$ cat config.mk
export PLATFORM = sky130hd
export DESIGN_NAME = filter_sum_clip
export DESIGN_NICKNAME = d
export VERILOG_FILES = /design/src/rtl/filter_sum_clip.sv
export SDC_FILE = /design/constraint.sdc
export NUM_CORES = 1
export LEC_CHECK = 0
export CORE_AREA = 3 3 80 119
export CTS_CLUSTER_SIZE = 8
export DETAILED_ROUTE_END_ITERATION = 16
export DIE_AREA = 0 0 83 122
export PLACE_DENSITY = 0.84
export SLEW_MARGIN = 20
export SYNTH_ARGS = -nofsm -noshare
export SYNTH_HDL_FRONTEND = slang
export SYNTH_SLANG_ARGS = --single-unit
$ cat constraint.sdc
create_clock -name clk -period 2.9 [get_ports clk]
set_input_delay 0.29 -clock clk [delete_from_list [all_inputs] [get_ports clk]]
set_output_delay 0.29 -clock clk [all_outputs]
set_load 0.01 [all_outputs]
$ cat src/rtl/filter_sum_clip.sv
// Four-tap product summation, rounding, normalisation shift and pixel clip.
// Two-stage valid/ready pipeline with a per-block sample counter driving out_last.
module filter_sum_clip #(
   parameter int PROD_W      = 16,
   parameter int OUT_W       = 8,
   parameter int SHIFT       = 6,
   parameter int ROUND       = 32,
   parameter int BLK_SAMPLES = 16
) (
   input  logic                     clk,
   input  logic                     rst_n,
   input  logic                     in_valid,
   output logic                     in_ready,
   input  logic signed [PROD_W-1:0] p0,
   input  logic signed [PROD_W-1:0] p1,
   input  logic signed [PROD_W-1:0] p2,
   input  logic signed [PROD_W-1:0] p3,
   output logic                     out_valid,
   input  logic                     out_ready,
   output logic [OUT_W-1:0]         out_pix,
   output logic                     out_last,
   output logic                     clip_flag
);

   localparam int IDX_W = (BLK_SAMPLES > 1) ? $clog2(BLK_SAMPLES) : 1;
   localparam logic [IDX_W-1:0]         IDX_LAST = IDX_W'(BLK_SAMPLES - 1);
   localparam logic signed [PROD_W+1:0] ROUND_C  = (PROD_W+2)'(ROUND);
   localparam logic [OUT_W-1:0]         PIX_MAX  = {OUT_W{1'b1}};

   logic                     ready_en_r;
   logic                     s1_valid_r;
   logic signed [PROD_W:0]   s1_a_r;
   logic signed [PROD_W:0]   s1_b_r;
   logic [IDX_W-1:0]         idx_r;

   logic                     s2_load_s;
   logic                     in_xfer_s;
   logic                     out_xfer_s;
   logic signed [PROD_W+1:0] sum_s;
   logic signed [PROD_W+1:0] v_s;
   logic [OUT_W-1:0]         pix_next_s;
   logic                     clip_next_s;

   // Handshake qualifiers; S1 may accept whenever it is empty or draining into S2.
   always_comb begin
      s2_load_s  = ~out_valid | out_ready;
      in_ready   = ready_en_r & (~s1_valid_r | s2_load_s);
      in_xfer_s  = in_valid & in_ready;
      out_xfer_s = out_valid & out_ready;
      out_last   = out_valid & (idx_r == IDX_LAST);
   end

   // Final sum, floor shift and clip to the pixel range.
   always_comb begin
      sum_s       = {s1_a_r[PROD_W], s1_a_r} + {s1_b_r[PROD_W], s1_b_r} + ROUND_C;
      v_s         = sum_s >>> SHIFT;
      pix_next_s  = v_s[OUT_W-1:0];
      clip_next_s = 1'b0;
      if (v_s[PROD_W+1]) begin
         pix_next_s  = {OUT_W{1'b0}};
         clip_next_s = 1'b1;
      end else if (|v_s[PROD_W:OUT_W]) begin
         pix_next_s  = PIX_MAX;
         clip_next_s = 1'b1;
      end else begin
         pix_next_s  = v_s[OUT_W-1:0];
         clip_next_s = 1'b0;
      end
   end

   // in_ready is held low for the first cycle after reset release.
   always_ff @(posedge clk or negedge rst_n) begin
      if (!rst_n) begin
         ready_en_r <= 1'b0;
      end else begin
         ready_en_r <= 1'b1;
      end
   end

   // Stage 1: pairwise sums of sign-extended products.
   always_ff @(posedge clk or negedge rst_n) begin
      if (!rst_n) begin
         s1_valid_r <= 1'b0;
         s1_a_r     <= '0;
         s1_b_r     <= '0;
      end else if (in_xfer_s) begin
         s1_valid_r <= 1'b1;
         s1_a_r     <= {p0[PROD_W-1], p0} + {p1[PROD_W-1], p1};
         s1_b_r     <= {p2[PROD_W-1], p2} + {p3[PROD_W-1], p3};
      end else if (s2_load_s) begin
         s1_valid_r <= 1'b0;
      end
   end

   // Stage 2: output registers, held while the consumer stalls.
   always_ff @(posedge clk or negedge rst_n) begin
      if (!rst_n) begin
         out_valid <= 1'b0;
         out_pix   <= '0;
         clip_flag <= 1'b0;
      end else if (s2_load_s) begin
         out_valid <= s1_valid_r;
         if (s1_valid_r) begin
            out_pix   <= pix_next_s;
            clip_flag <= clip_next_s;
         end
      end
   end

   // Position of the current output sample within its block.
   always_ff @(posedge clk or negedge rst_n) begin
      if (!rst_n) begin
         idx_r <= '0;
      end else if (out_xfer_s) begin
         idx_r <= (idx_r == IDX_LAST) ? {IDX_W{1'b0}} : idx_r + 1'b1;
      end
   end

endmodule

# ---- Word-level counts from Yosys, hierarchy flattened
# Cells that the tools add are included.
dict set report totals {
  register_bits 50
  inputBits 68
  out_inout_bits 12
  wordCells 32
}
dict set report classes {
  add_sub_neg 5
  eq_ne 1
  muxes 7
  bitwise_logic 8
  reduce_logical 3
}
# cell count
set op_table {}
lappend op_table {{16-bit by 16-bit adder with 17-bit output} 2}
lappend op_table {{17-bit by 17-bit adder with 18-bit output} 1}
lappend op_table {{18-bit by 6-bit adder with 18-bit output, second input constant} 1}
lappend op_table {{8-bit two-way mux} 2}
lappend op_table {{4-bit by 1-bit adder with 4-bit output, second input constant} 1}
lappend op_table {{1-bit AND} 4}
lappend op_table {{4-bit == test, second input constant} 1}
lappend op_table {{1-bit two-way mux} 4}
lappend op_table {{4-bit two-way mux} 1}
lappend op_table {{4-bit OR reduction} 1}
lappend op_table {{1-bit NOT} 2}
lappend op_table {{1-bit bitwise OR} 2}
lappend op_table {{2-bit AND reduction} 1}
lappend op_table {{2-bit nonzero test} 1}

# ---- Longest topological paths before layout
dict set report depth {
  ltp_word 6
  mapped_depth 13
  mapped_depth_nobuf 12
}

# ---- Least setup slack after synthesis
# No wires, ideal clock.
dict set report synth_path {
  kind {flip-flop to flip-flop}
  start {reg s1_a_r[6]}
  end {reg clip_flag}
  setup_time_ns 0.121
  arrival_ns 2.659
  t_required_ns 2.779
  path_slack_ns 0.120
  path_stages_with_launch 12
  path_buffers 1
  period_less_slack_ns 2.780
  cell_sequence {dfrtp_1 > ha_1 > ha_1 > o2111a_1 > o31ai_1 > a211o_1 > a21boi_2 > a31oi_1 > or4_1 > and3_1 > buf_2 > o22a_1}
}
dict set report synth_via {
  elab_chain_cells 5
}
# item line_no
set synth_rtl {}
lappend synth_rtl {{from (decl)} 32} ;# logic signed [PROD_W:0] s1_a_r;
lappend synth_rtl {{from (signal assigned)} 88} ;# s1_a_r <= {p0[PROD_W-1], p0} + {p1[PROD_W-1], p1};
lappend synth_rtl {{17-bit by 17-bit adder with 18-bit output *} 55} ;# sum_s = {s1_a_r[PROD_W], s1_a_r} + {s1_b_r[PROD_W], s1_b_r} + ROUND_C;
lappend synth_rtl {{18-bit by 6-bit adder with 18-bit output *} 55}
lappend synth_rtl {{4-bit OR reduction} 62} ;# end else if (|v_s[PROD_W:OUT_W]) begin
lappend synth_rtl {{1-bit two-way mux} 62}
lappend synth_rtl {{1-bit two-way mux *} 59} ;# if (v_s[PROD_W+1]) begin
lappend synth_rtl {{to (signal assigned)} 105} ;# clip_flag <= clip_next_s;
lappend synth_rtl {{to (decl)} 22} ;# output logic clip_flag
# Mark *: on every way between the ends. The rest lies on a longest branch, timed or not.
# A chain may end at the register's enable or synchronous reset.

# ---- Worst setup path after layout
dict set report layout_path {
  start {reg s1_b_r[5]}
  end {reg clip_flag}
}
dict set report layout_via {
  elab_chain_cells 5
}
# item line_no
set layout_rtl {}
lappend layout_rtl {{from (decl)} 33} ;# logic signed [PROD_W:0] s1_b_r;
lappend layout_rtl {{from (signal assigned)} 89} ;# s1_b_r <= {p2[PROD_W-1], p2} + {p3[PROD_W-1], p3};
lappend layout_rtl {{17-bit by 17-bit adder with 18-bit output *} 55}
lappend layout_rtl {{18-bit by 6-bit adder with 18-bit output *} 55}
lappend layout_rtl {{4-bit OR reduction} 62}
lappend layout_rtl {{1-bit two-way mux} 62}
lappend layout_rtl {{1-bit two-way mux *} 59}
# Marked as above.

==> run metrics <==
fmax=348 MHz; Pins Over Slew Limit=0; post-route antenna net violation count=0; slew margin rel.=0.576; CTS H-tree lvls=2; worst reg-to-reg setup slack=30 ps; Flop pwr share=0.304; Top FF cell, synth=dfrtp_1; I/O Buffers=79; GRT Util Overall=0.200; 1st-pass router iterations=5; reg2reg end=clip_flag; final HPWL from detailed placement=7.68 mm; total power=3.40 mW; Cell Area, Synth=4080 sq um; Mapped Cells=459; skew final=4.88 ps; Post-CTS Hold Fix Bufs=0; gr ovfl total=0; initial core utilization=0.479; DRC violations left=0; CP Data Required Time=3080 ps; type of origin of the critical path=register; final std cells w/o fill=673; share of layout cells above drive strength 1=0.133; PwrDens=615 nW/um^2; status=completed; Static Leak=2.51 nW; final WL=10.5 mm; pin count of the biggest net entering global routing=51; fin crit share=0.991; Synth Net Count=593; Net Sw Frac=0.366; Synth top area share=0.306; CTS Sinks=50; n_diodes=0; Syn Area/Cell=8.89 sq um; routed via count=3922; Die Ht=122 um; initial antenna violation count=0; wire length per cell=15.6 um; min cycle time layout=2870 ps; Clk pin slew, worst setup/hold paths=70 ps; TritonCTS Buffers=5; flops & latches, synth=50; Final GP Congestion=0.870; Max-Cap Viols=0; Area growth syn-to-layout=35.2%; RR Startpoint=s1_b_r[5]; top cell type by total area after synthesis=dfrtp_1; RSZ-0062 raised after global routing=true; YS warnings=0; hold_ws=13.6 ps; CTS root buf=clkbuf_16; NetSw=1.24 mW; leading cell type in the layout, fill and taps excluded=clkdlybuf4s50_1; first-pass GRT wire length=17.0 mm; final hold vios=0; Die W=83 um; worst-case clock buffer depth=2; slew at the pin with the worst max-slew slack=637 ps; final setup vio count=0; R2R depth=12; post-synthesis cell type count=60; Post-synth EDFFs=0; Comb pwr share=0.499; clock latency on the worst-skew pair=290 ps; CP endpoint=clip_flag; DP Cell Count=658; register area share after synthesis=0.306; asr flop ratio synth=1.00; DIE AREA=10100 sq um; CTS tree=done; most frequent cells in the layout=clkdlybuf4s50_1, ha_1, nand2_1; Ports=80; Hold WC Path Type=in -> async; DRT iter0 DRCs=175; Worst Path Max Fanout=5; clock power share=0.198; core area=8520 sq um; Worst Path Class, Setup=reg -> reg; crit path from=s1_b_r[5]; vias per cell=5.83; Worst EP arrival=3050 ps; Worst VDD drop=0.373 mV; number of nets in the layout=699; Synth area leaders=dfrtp_1, ha_1, nand2_1; vias in the first global route=3900; Pint=2.15 mW; CP Capture Type=register; row cnt=41
-- power groups by stage --
stage / Clock [mW] / Sequential (mW) / Combinational, mW
after floorplan: 0 / 1.03 / 0.980
after global placement: 0 / 1.02 / 1.44
after detailed placement: 0 / 1.04 / 1.51
after CTS: 0.668 / 1.03 / 1.58
after global routing: 0.702 / 1.05 / 1.88
final: 0.671 / 1.03 / 1.69
-- layout make-up --
type                       count  area, sq um
clock buffer                   5          125
clock inverter                 3         43.8
fill                         686         2990
inverter                      21         78.8
multi-input combinational    379         2860
sequential                    50         1250
tap                          107          134
timing repair buffer         108         1030
-- kinds of logic after synthesis --
family	count (synthesis)	share of synthesized area
mux	4	0.0107
other cells	1	0.000919
compound gates	126	0.210
flops	50	0.306
simple gates	158	0.188
fa+ha+maj	66	0.206
buf+inv	31	0.0288
xor+xnor	23	0.0493
-- worst max-delay path: stages, from the launching register on --
cell and delay [ps]:
dfrtp_1 380, inv_2 60, ha_4 260, inv_2 40, ha_4 260, a21o_1 180
a2111oi_4 100, a211o_1 360, a21boi_4 200, a31oi_4 130, or4_4 440, and3_4 190
o22a_1 170
-- state kept, by name, summed over array words and instances (netlist names) --
register and flops:
s1_a_r 17, s1_b_r 17, out_pix 8, idx_r 4, clip_flag 1, out_valid 1, ready_en_r 1, s1_valid_r 1
-- cell usage after synthesis, types with 10 or more instances --
library cell and n:
ha_1 64, nand2_1 58, dfrtp_1 50, nor2_1 29, o21ai_0 28, inv_1 21
a21oi_1 17, nor3_1 17, o21ai_1 13, xnor2_1 12, xor2_1 11, o31ai_1 10
-- worst min path at each step --
stage	from	to	slack, ps	cells after the start
3_5_place_dp	s1_a_r[10]	s1_a_r[10]	470	2
3_3_place_gp	s1_a_r[5]	s1_a_r[5]	470	2
2_1_floorplan	rst_n	clip_flag	-6	0
5_1_grt	rst_n	s1_b_r[1]	70	1
4_1_cts	rst_n	s1_b_r[1]	240	1
6_report	rst_n	s1_b_r[1]	10	1
-- timing repair --
item                                    4_1_cts  5_1_grt
pin swaps                                     3        9
endpoints found under the setup margin       10       15
hold endpoints to repair                      0        0
cloned                                        1        0
gates resized for setup                       9       25
buffers inserted                              1        5
-- per-stage QoR --
step | instance area [sq um] | util | setup WS [ps] | TNS [ps]
after global routing | 5520 | 0.648 | -70.7 | -224
after floorplan | 4080 | - | 120 | 0
after detailed placement | 5150 | 0.605 | -297 | -2430
final | 5520 | 0.648 | 26.2 | 0
after CTS | 5380 | 0.632 | 1.62 | 0
after global placement | 5150 | 0.605 | -150 | -571
-- layer usage --
metal	vias up	track usage	part of all wire
li1	1904	-	-
met1	1849	0.221	0.38
met2	134	0.387	0.54
met3	35	0.0203	0.046
met4	0	0.0818	0.030
met5	-	0	0
(Power assumes the default switching activity.)
